[src/rtl/boot_pkg.sv]
// boot_pkg
//   Shared definitions for the boot sequencer: the FSM state encoding,
//   default array geometry, and a small state-decoding helper.
//   Imported by boot_sequencer and boot_checksum_acc.
package boot_pkg;

    // Default array geometry (overridable through module parameters).
    localparam int DEF_NUM_PROCS = 90;
    localparam int DEF_SEL_W     = 7;
    localparam int DEF_ADDR_W    = 14;
    localparam int DEF_WORDS     = 16384;
    localparam int DEF_DATA_W    = 32;

    // Width of the optional image checksum.
    localparam int CHECKSUM_W    = 32;

    typedef enum logic [2:0] {
        ST_IDLE    = 3'd0,
        ST_LOAD    = 3'd1,
        ST_DRAIN   = 3'd2,
        ST_RELEASE = 3'd3,
        ST_DONE    = 3'd4
    } boot_state_t;

    // The sequencer is busy from the first image read until the array
    // reset is about to be released.
    function automatic logic is_busy(input boot_state_t s);
        return (s == ST_LOAD) || (s == ST_DRAIN) || (s == ST_RELEASE);
    endfunction

endpackage

[src/rtl/boot_checksum_acc.sv]
// boot_checksum_acc
//   Running modulo-2^32 sum of every instruction and data word written
//   into the array during a boot.
//   Ports:
//     clk, reset   - clock, synchronous active-high reset
//     clear        - start of a new boot; zeroes the sum
//     en           - a boot write happens this cycle
//     idata, ddata - instruction/data words being written
//     sum          - accumulated checksum
module boot_checksum_acc
    import boot_pkg::*;
#(
    parameter int DATA_W = DEF_DATA_W
) (
    input  logic                  clk,
    input  logic                  reset,
    input  logic                  clear,
    input  logic                  en,
    input  logic [DATA_W-1:0]     idata,
    input  logic [DATA_W-1:0]     ddata,
    output logic [CHECKSUM_W-1:0] sum
);

    always_ff @(posedge clk) begin
        if (reset) begin
            sum <= '0;
        end else if (clear) begin
            sum <= '0;
        end else if (en) begin
            sum <= sum + CHECKSUM_W'(idata) + CHECKSUM_W'(ddata);
        end
    end

endmodule

[src/rtl/boot_sequencer.sv]
// boot_sequencer
//   Streams each tile's instruction and data image from the boot image
//   memory into the array boot ports, one tile at a time, holding the
//   array in reset until all tiles are loaded.
//
//   Optional feature macro: BOOT_CHECKSUM_EN
//     defined   - boot_checksum accumulates every written word pair
//     undefined - no accumulator, boot_checksum tied to 0
//
//   Ports:
//     clk, reset         - single clock, synchronous active-high reset
//     start              - begin a boot (accepted in IDLE and DONE only)
//     img_addr           - image read address {tile, word}
//     img_idata/ddata    - image words, valid one cycle after img_addr
//     processor_select   - tile being loaded, NUM_PROCS when none
//     boot_iaddr/daddr   - write address (identical)
//     boot_idata/ddata   - write data (pass-through of image words)
//     boot_we            - write strobe
//     sys_resetn         - active-low array reset
//     busy, done         - progress status
//     boot_checksum      - image checksum (see macro above)
//     state              - current FSM state, for observation
//
//   Handshake: there is none; the image memory is assumed to answer every
//   address with data exactly one cycle later, so the write stage is a
//   single register stage of the issue strobe and word address.
module boot_sequencer
    import boot_pkg::*;
#(
    parameter int NUM_PROCS = DEF_NUM_PROCS,
    parameter int SEL_W     = DEF_SEL_W,
    parameter int ADDR_W    = DEF_ADDR_W,
    parameter int WORDS     = DEF_WORDS,
    parameter int DATA_W    = DEF_DATA_W
) (
    input  logic                    clk,
    input  logic                    reset,
    input  logic                    start,
    output logic [SEL_W+ADDR_W-1:0] img_addr,
    input  logic [DATA_W-1:0]       img_idata,
    input  logic [DATA_W-1:0]       img_ddata,
    output logic [SEL_W-1:0]        processor_select,
    output logic [ADDR_W-1:0]       boot_iaddr,
    output logic [DATA_W-1:0]       boot_idata,
    output logic [ADDR_W-1:0]       boot_daddr,
    output logic [DATA_W-1:0]       boot_ddata,
    output logic                    boot_we,
    output logic                    sys_resetn,
    output logic                    busy,
    output logic                    done,
    output logic [CHECKSUM_W-1:0]   boot_checksum,
    output boot_state_t             state
);

    localparam logic [SEL_W-1:0]  LAST_TILE = SEL_W'(NUM_PROCS - 1);
    localparam logic [SEL_W-1:0]  NO_TILE   = SEL_W'(NUM_PROCS);
    localparam logic [ADDR_W-1:0] LAST_WORD = ADDR_W'(WORDS - 1);

    boot_state_t       state_n;
    logic [SEL_W-1:0]  tile, tile_n;
    logic [ADDR_W-1:0] word, word_n;
    logic              issue;

    // Write stage: one cycle behind the image read.
    logic              we_q;
    logic [ADDR_W-1:0] waddr_q;

    // ------------------------------------------------------------------
    // State register
    // ------------------------------------------------------------------
    always_ff @(posedge clk) begin
        if (reset) begin
            state   <= ST_IDLE;
            tile    <= '0;
            word    <= '0;
            we_q    <= 1'b0;
            waddr_q <= '0;
        end else begin
            state <= state_n;
            tile  <= tile_n;
            word  <= word_n;
            we_q  <= issue;
            if (issue) begin
                waddr_q <= word;
            end
        end
    end

    // ------------------------------------------------------------------
    // Next state and outputs
    // ------------------------------------------------------------------
    always_comb begin
        state_n = state;
        tile_n  = tile;
        word_n  = word;

        unique case (state)
            ST_IDLE, ST_DONE: begin
                if (start) begin
                    state_n = ST_LOAD;
                    tile_n  = '0;
                    word_n  = '0;
                end
            end
            ST_LOAD: begin
                if (word == LAST_WORD) begin
                    state_n = ST_DRAIN;
                    word_n  = '0;
                end else begin
                    word_n = word + 1'b1;
                end
            end
            ST_DRAIN: begin
                // The last word of the tile is written this cycle; the tile
                // counter only advances when another tile follows, so it
                // never passes NUM_PROCS-1.
                if (tile == LAST_TILE) begin
                    state_n = ST_RELEASE;
                end else begin
                    tile_n  = tile + 1'b1;
                    state_n = ST_LOAD;
                end
            end
            ST_RELEASE: begin
                state_n = ST_DONE;
            end
            default: begin
                state_n = ST_IDLE;
            end
        endcase
    end

    always_comb begin
        issue            = (state == ST_LOAD);
        img_addr         = issue ? {tile, word} : '0;
        processor_select = ((state == ST_LOAD) || (state == ST_DRAIN)) ? tile : NO_TILE;
        busy             = is_busy(state);
        done             = (state == ST_DONE);
        // Release is tied to DONE so a restart from DONE drops the array
        // reset on the very edge that accepts start.
        sys_resetn       = (state == ST_DONE);
    end

    assign boot_we    = we_q;
    assign boot_iaddr = waddr_q;
    assign boot_daddr = waddr_q;
    assign boot_idata = img_idata;
    assign boot_ddata = img_ddata;

`ifdef BOOT_CHECKSUM_EN
    logic start_ok;
    assign start_ok = start && ((state == ST_IDLE) || (state == ST_DONE));

    boot_checksum_acc #(
        .DATA_W (DATA_W)
    ) u_checksum (
        .clk   (clk),
        .reset (reset),
        .clear (start_ok),
        .en    (we_q),
        .idata (img_idata),
        .ddata (img_ddata),
        .sum   (boot_checksum)
    );
`else
    assign boot_checksum = '0;
`endif

endmodule

[config.mk]
export PLATFORM = sky130hd
export DESIGN_NAME = boot_sequencer
export DESIGN_NICKNAME = d
export VERILOG_FILES = /design/src/rtl/boot_pkg.sv /design/src/rtl/boot_checksum_acc.sv /design/src/rtl/boot_sequencer.sv
export SDC_FILE = /design/constraint.sdc
export NUM_CORES = 1
export LEC_CHECK = 0
export BUFFER_PORTS_ARGS = -buffer_cell sky130_fd_sc_hd__buf_2
export CELL_PAD_IN_SITES_DETAIL_PLACEMENT = 1
export CELL_PAD_IN_SITES_GLOBAL_PLACEMENT = 1
export CORE_ASPECT_RATIO = 0.6
export CORE_MARGIN = 2
export CORE_UTILIZATION = 28
export CTS_CLUSTER_DIAMETER = 30
export CTS_CLUSTER_SIZE = 40
export DETAILED_ROUTE_END_ITERATION = 10
export PLACE_DENSITY_LB_ADDON = 0.08
export SETUP_SLACK_MARGIN = 0.05
export SLEW_MARGIN = 20
export SYNTH_ARGS = -nofsm -noshare
export SYNTH_HDL_FRONTEND = slang
export SYNTH_SLANG_ARGS = --single-unit
export TNS_END_PERCENT = 10
[constraint.sdc]
create_clock -name clk -period 4.8 [get_ports clk]
set_input_delay 0.48 -clock clk [delete_from_list [all_inputs] [get_ports clk]]
set_output_delay 0.48 -clock clk [all_outputs]
set_load 0.03 [all_outputs]
==> reports/qor.yml, run 1 <==
crit_required_ns: 4.32
drt-total-wl_um: 7200
worstSetupStartpointType: "register"
synth-edff-count: 0
instances_no_fill: 481
rows: 28
hp-class: "reg2reg"
maxCapViolations: 0
crit_fanout: 25
ios: 226
cts_tree: "yes"
grt_start_max_net_pins: 26
grt_antenna_before_repair: 0
cts-htree-levels: 2
status: "finished clean"
fin_crit_ns: 2.97
power_uw: 817
final_common_cell: "buf_2"
syn_to_final_growth_pct: -6.57
grtUsageTotal_pct: 13.0
cts-root-buf: "clkbuf_16"
dp_hpwl_um: 5240
initial_utilization_pct: 29.1
die_area_sq_um: 11200
nets: 417
endpoint_kind: "primary output"
postSynthCellCount: 375
r2r_setup_slack_ns: 2.25
final_cell_mix: "65 x buf_2, 39 x nand2_1, 39 x dfxtp_1, 32 x conb_1, 26 x a21oi_1"
max-slew-margin-rel_pct: 30.1
ys_ff_latch: 39
drt_first_iter_violations: 67
synth_cell_types: 52
hold_viol: 0
async_reset_ff_share_pct: 0
io_buffers: 65
setup_viol: 0
grt_pass1_wl_um: 11100
cts_buffers: 5
worst_pin_slew_ns: 1.05
report.final.slew_viol_count: 0
dp.cells: 475
max-vdd-ir-drop_uv: 139
final_layout_size_suffix_gt1_share_pct: 24.3
fillers: 1218
drc_errors: 0
vias_per_cell: 4.56
clk_latency_ns: 0.28
worst_clock_skew_ns: 0.00601
wl_per_cell_um: 15.0
drtPass1Iterations: 4
syn_area_per_cell_sq_um: 7.71
min_period_over_period_pct: 61.9
rsz0062_at_grt: "false"
post_cts_resized: 0
p_per_area_nw_per_um2: 302
ys_seq_area_share_pct: 27.0
die_height_um: 82.7
fmax_ghz: 0.337
hold_buffers: 0
route.vias.total: 2195
critPathArrivalTime_ns: 2.49
core_sq_um: 9950
post_cts_buffers: 0
syn_area_sq_um: 2890
ant_nets: 0
clk_path_buf_depth: 2
diodes: 0
crit_type: "reg2out"
synth_warnings: 0
grt_pass1_vias: 2079
synth_ff_type: "dfxtp_1"
p_leak_uw: 0.00127
die_x_um: 135
gp_congestion: 0.726
fin_tns_setup_ns: 0
cts.reportedPaths.clkPinSlew_ns: 0.06
overflow: 0
cts.sinks: 39
## through the flow
stage | util, % | hold WS, ns | cell area [sq um] | setup slack [ns]
after floorplan | - | 0.471 | 3010 | 2.31
after detailed placement | 25.9 | 0.465 | 2570 | 2.06
after CTS | 27.2 | 0.473 | 2700 | 1.76
final | 27.2 | 0.465 | 2700 | 1.83
after global placement | 25.9 | 0.451 | 2570 | 2.21
after global routing | 27.2 | 0.492 | 2700 | 1.62
## registers in the layout (all words and copies together) (netlist names)
signal and count:
boot_daddr 14, state 3, tile 7, boot_we 1, word 14
## per-layer routing
layer / GRT usage, % / part of all wire (%) / vias to the layer above
met5: 0 / 0 / -
met1: 18.1 / 53 / 1041
met4: 3.33 / 1.5 / 0
li1: - / - / 1048
met2: 18.7 / 40 / 91
met3: 4.82 / 6.0 / 15
## power breakdown
group          switching [uW]  internal, uW  total, uW
clock                     126           187        313
sequential               10.3           330        340
combinational             130          34.0        164
## layout make-up
cell class / count / area [sq um] / area share (%)
multi-input combinational: 214 / 1220 / 45.0
timing repair buffer: 65 / 325 / 12.0
inverter: 22 / 82.6 / 3.06
sequential: 39 / 781 / 28.9
clock buffer: 6 / 129 / 4.77
tap: 135 / 169 / 6.25
## cell families after synthesis
logic type	count (synthesis)	share of synthesized area (%)
buffers and inverters	153	35.0
and+or+nand+nor	115	21.9
AOI/OAI and AO/OA	54	11.5
DFF	39	27.0
xor gates and xnor gates	5	1.51
muxes	5	1.73
adders and majority gates	3	1.30
other	1	0.130
## critical path, cell delays in order, from the launching register on
cell and delay [ns]:
dfxtp_1 0.55, nor3b_4 0.93, nor2_1 0.22, or2_2 0.33, buf_2 0.18
## path summary, 6_finish.rpt
path / cells after the start / start / endpoint
worst max register to register: 4 / state[0] / word[12]
worst min-delay path: 2 / boot_daddr[5] / boot_daddr[5]
worst min register to register: 2 / boot_daddr[5] / boot_daddr[5]
worst max-delay path: 4 / state[0] / processor_select[6]
## synth_stat cells (3+ instances only)
cell        n  area share (%)
o21ai_0     8             1.4
dfxtp_1    39              27
nand3_1    11             1.9
buf_2       5            0.86
nor2_1     15             1.9
a21oi_1    26             4.5
nand2_1    39             5.1
or2_2       4            0.86
ha_1        3             1.3
nand2b_1    4            0.86
or4_1       4             1.0
mux2i_1     5             1.7
inv_1      21             2.7
clkbuf_1   12             1.6
nor3_1      4            0.69
nand4_1     5             1.1
buf_4     113              29
and2_1      6             1.3
xnor2_1     3            0.91
a32oi_1     5             1.5
Power figures use the tool's default switching activity.
==> run 2, diff against run 1 <==
- CORE_UTILIZATION: 28 -> 24
- clock period: 4.8 -> 2.7 ns (I/O delays scaled with it)
==> run 2 against run 1 <==
  * First-iteration DRC count grew 21%
  * Critical path depth stayed put
  * Sequential cell count did not move
  * Worst hold slack lost 0.13 ns
  * Non-clock buffer count rose by 4
  * Utilization down 3.7 points
  * Sequential power up 78%
  * Die area grew 16%
  * Critical path type unchanged
  * Largest power group is now clock
==> reports/qor.yml, run 2 (synthesis results as in run 1) <==
status: "finished clean"
post_cts_resized: 0
final_util_pct: 23.5
power_uw: 1540
fin_tns_setup_ns: 0
grt_pass1_wl_um: 11400
cts_buffers: 5
hold_buffers: 0
wl_per_cell_um: 14.7
cts-htree-levels: 2
overflow: 0
die_height_um: 89.0
ios: 226
fmax_ghz: 0.419
crit_required_ns: 2.43
grt_start_max_net_pins: 20
multi_input_area_sq_um: 1220
clk_path_buf_depth: 2
final_layout_size_suffix_gt1_share_pct: 25.6
slowest_delay_ns: 0.59
worst_clock_skew_ns: 0.00380
ant_nets: 0
grt_pass1_vias: 2004
cpMaxStageDelayCell: "nor3b_4"
syn_to_final_growth_pct: -3.29
hold_viol: 0
setup_viol: 0
crit_fanout: 13
grt_antenna_before_repair: 0
clk_latency_ns: 0.29
max-vdd-ir-drop_uv: 196
die_x_um: 146
die_area_sq_um: 13000
route.vias.total: 2172
p_per_area_nw_per_um2: 550
gp_congestion: 0.762
max-slew-margin-rel_pct: 61.1
final_cell_mix: "65 x buf_2, 39 x nand2_1, 39 x dfxtp_1, 32 x conb_1, 26 x a21oi_1"
vias_per_cell: 4.20
fin_crit_ns: 2.39
ff_latch_area_sq_um: 781
min_period_over_period_pct: 88.4
p_leak_uw: 0.00130
cts-root-buf: "clkbuf_16"
worstSetupStartpointType: "register"
rsz0062_at_grt: "false"
cts.reportedPaths.clkPinSlew_ns: 0.06
endpoint_kind: "primary output"
diodes: 0
final_common_cell: "buf_2"
drt-total-wl_um: 7590
worst_pin_slew_ns: 0.582
crit_type: "reg2out"
drc_errors: 0
post_cts_buffers: 0
cts_tree: "yes"
nets: 421
report.final.slew_viol_count: 0
grtUsageTotal_pct: 11.5
rows: 31
maxCapViolations: 0
drt_first_iter_violations: 81
path_cells: "nor3b_4 > nor2_1 > or2_2 > buf_2"
initial_utilization_pct: 24.3
io_buffers: 65
critPathArrivalTime_ns: 2.12
hp-class: "in2reg"
fillers: 1478
core_sq_um: 11900
cts.sinks: 39
drtPass1Iterations: 4
dp_hpwl_um: 5580
[run 2: final cells by class]
| cell class | instances | share of cell area, % |
|---|---|---|
| flip-flops and latches | 39 | 27.9 |
| repair buffers | 69 | 12.7 |
| well taps | 165 | 7.38 |
| multi-input cells | 214 | 43.5 |
| clock buffers | 8 | 5.59 |
| inverters | 22 | 2.95 |
[run 2: final timing paths]
check	start	to	slack, ns	cells past startpoint
hold reg to reg	boot_daddr[6]	boot_daddr[6]	0.46	2
setup / recovery	state[0]	processor_select[3]	0.31	4
hold / removal	start	state[2]	0.33	3
setup reg to reg	state[0]	word[12]	0.59	4
[run 2: critical path, delay by kind of cell (launching register included)]
family | cells | cell delay, ns
simple gates | 3 | 1.11
flops | 1 | 0.53
buf+inv | 1 | 0.18
[run 2: power breakdown]
group          switching, uW  internal (uW)
clock network            242            394
logic                    233           65.5
registers               17.8            586
total                    493           1050
[run 2: stage by stage]
step | worst slack, ns | hold slack, ns | cells | area (sq um)
detailed placement | 0.586 | 0.459 | 509 | 2640
finish | 0.313 | 0.335 | 517 | 2800
floorplan | 0.418 | 0.452 | 406 | 3010
global placement | 0.620 | 0.454 | 509 | 2640
global route | 0.126 | 0.372 | 517 | 2800
CTS | 0.281 | 0.330 | 517 | 2800
[run 2: per-layer routing]
| layer | global-route usage, % | up-vias | share of wire [%] |
|---|---|---|---|
| li1 | - | 1053 | - |
| met1 | 16.5 | 1034 | 54 |
| met2 | 15.9 | 74 | 39 |
| met3 | 4.64 | 11 | 6.1 |
| met4 | 2.85 | 0 | 1.0 |
| met5 | 0 | - | 0 |
==> run 3, diff against run 2 <==
- CORE_UTILIZATION: 24 -> 28
- clock period: 2.7 -> 2.85 ns (I/O delays scaled with it)
==> run 3 against run 2 <==
  * Sequential share of layout area rose by 0.90 points
  * Die area fell by 14%
  * Non-clock buffer count fell by 3
  * Global-route usage rose by 1.8 points
  * Wire length fell by 4.9%
  * Clock power fell by 16%
  * Register-to-register slack improved by 0.09 ns
  * Clock-buffer cell count fell by 2
  * Via count rose by 1.7%
  * Utilization rose by 3.7 points
  * Setup slack improved by 0.20 ns
  * Sequential cell count did not move
==> reports/qor.yml, run 3 (synthesis results as in run 1) <==
grtUsageTotal_pct: 13.3
p_per_area_nw_per_um2: 511
ios: 226
hold_viol: 0
worst_pin_slew_ns: 0.548
grt_start_max_net_pins: 26
drc_errors: 0
syn_to_final_growth_pct: -6.31
fin_crit_ns: 2.34
cts.sinks: 39
grt_use_met1_pct: 18.7
hold_buffers: 0
min_period_over_period_pct: 82.2
post_cts_resized: 0
fmax_ghz: 0.427
status: "finished clean"
maxCapViolations: 0
grt_pass1_vias: 2097
diodes: 0
final_layout_size_suffix_gt1_share_pct: 24.5
met2_usage_pct: 19.6
die_area_sq_um: 11200
endpoint_kind: "primary output"
final_common_cell: "buf_2"
post_cts_buffers: 0
rsz0062_at_grt: "false"
gp_congestion: 0.760
power_uw: 1390
hp-class: "in2reg"
max-slew-margin-rel_pct: 63.5
crit_required_ns: 2.57
overflow: 0
cts.reportedPaths.clkPinSlew_ns: 0.06
grt_antenna_before_repair: 0
worstSetupStartpointType: "register"
holdWs_ns: 0.350
setup_viol: 0
vias_per_cell: 4.58
drt-total-wl_um: 7220
fin_tns_setup_ns: 0
p_leak_uw: 0.00127
gr-usage-met3_pct: 4.70
critPathArrivalTime_ns: 2.06
io_buffers: 65
final_util_pct: 27.2
final_cell_mix: "65 x buf_2, 39 x nand2_1, 39 x dfxtp_1, 32 x conb_1, 26 x a21oi_1"
clk_latency_ns: 0.28
grt-busiest-layer: "met2"
fillers: 1242
wl_per_cell_um: 15.0
cts-root-buf: "clkbuf_16"
route.vias.total: 2208
drt_first_iter_violations: 91
holdPathStages: 3
report.final.slew_viol_count: 0
dp_hpwl_um: 5240
grt_pass1_wl_um: 11400
ant_nets: 0
cts_tree: "yes"
rows: 28
crit_fanout: 14
initial_utilization_pct: 29.1
cts_buffers: 5
nets: 418
crit_type: "reg2out"
core_sq_um: 9950
clk_path_buf_depth: 2
worst_clock_skew_ns: 0.00562
multi_input_area_sq_um: 1220
die_height_um: 82.7
die_x_um: 135
worstRegToRegCells: 4
drtPass1Iterations: 4
ff_latch_area_sq_um: 781
max-vdd-ir-drop_uv: 290
cts-htree-levels: 2
[run 3: cell count changes in the layout (fill, tap and decap cells not counted)]
cell | previous run | this run
buf_4 | 4 | 1
clkbuf_8 | 2 | 0
[run 3: final cells by class]
cell class | count | area share, %
clock buffer | 6 | 4.76
multi-input combinational | 214 | 44.9
timing repair buffer | 66 | 12.3
inverter | 22 | 3.05
tap | 135 | 6.23
sequential | 39 | 28.8
[run 3: final timing paths]
path	start	endpoint	slack, ns
setup / recovery	state[0]	img_addr[9]	0.51
hold reg to reg	boot_daddr[10]	boot_daddr[10]	0.47
setup reg to reg	state[0]	word[12]	0.68
hold / removal	start	state[2]	0.35
[run 3: worst max-delay path: stages, from the launching register on]
cell	delay, ns
dfxtp_1	0.54
nor3b_4	0.55
buf_4	0.31
nand2_1	0.10
inv_1	0.07
buf_2	0.19
[run 3: per-stage QoR]
stage | setup slack (ns) | instance area (sq um) | cells
2_1_floorplan | 0.553 | 3010 | 406
3_3_place_gp | 0.639 | 2580 | 476
3_5_place_dp | 0.645 | 2580 | 476
4_1_cts | 0.435 | 2710 | 482
5_1_grt | 0.265 | 2710 | 482
6_report | 0.508 | 2710 | 482
[run 3: metal layers]
metal,vias up,share of wire [%]
met5,-,0
met4,0,0.76
li1,1040,-
met3,11,5.7
met2,96,40
met1,1061,53
[run 3: power by group]
group          leakage (uW)  internal (uW)  switching, uW  total [uW]
sequential         0.000315            555           17.8         573
clock             0.0000628            315            219         535
combinational      0.000893           59.9            218         278
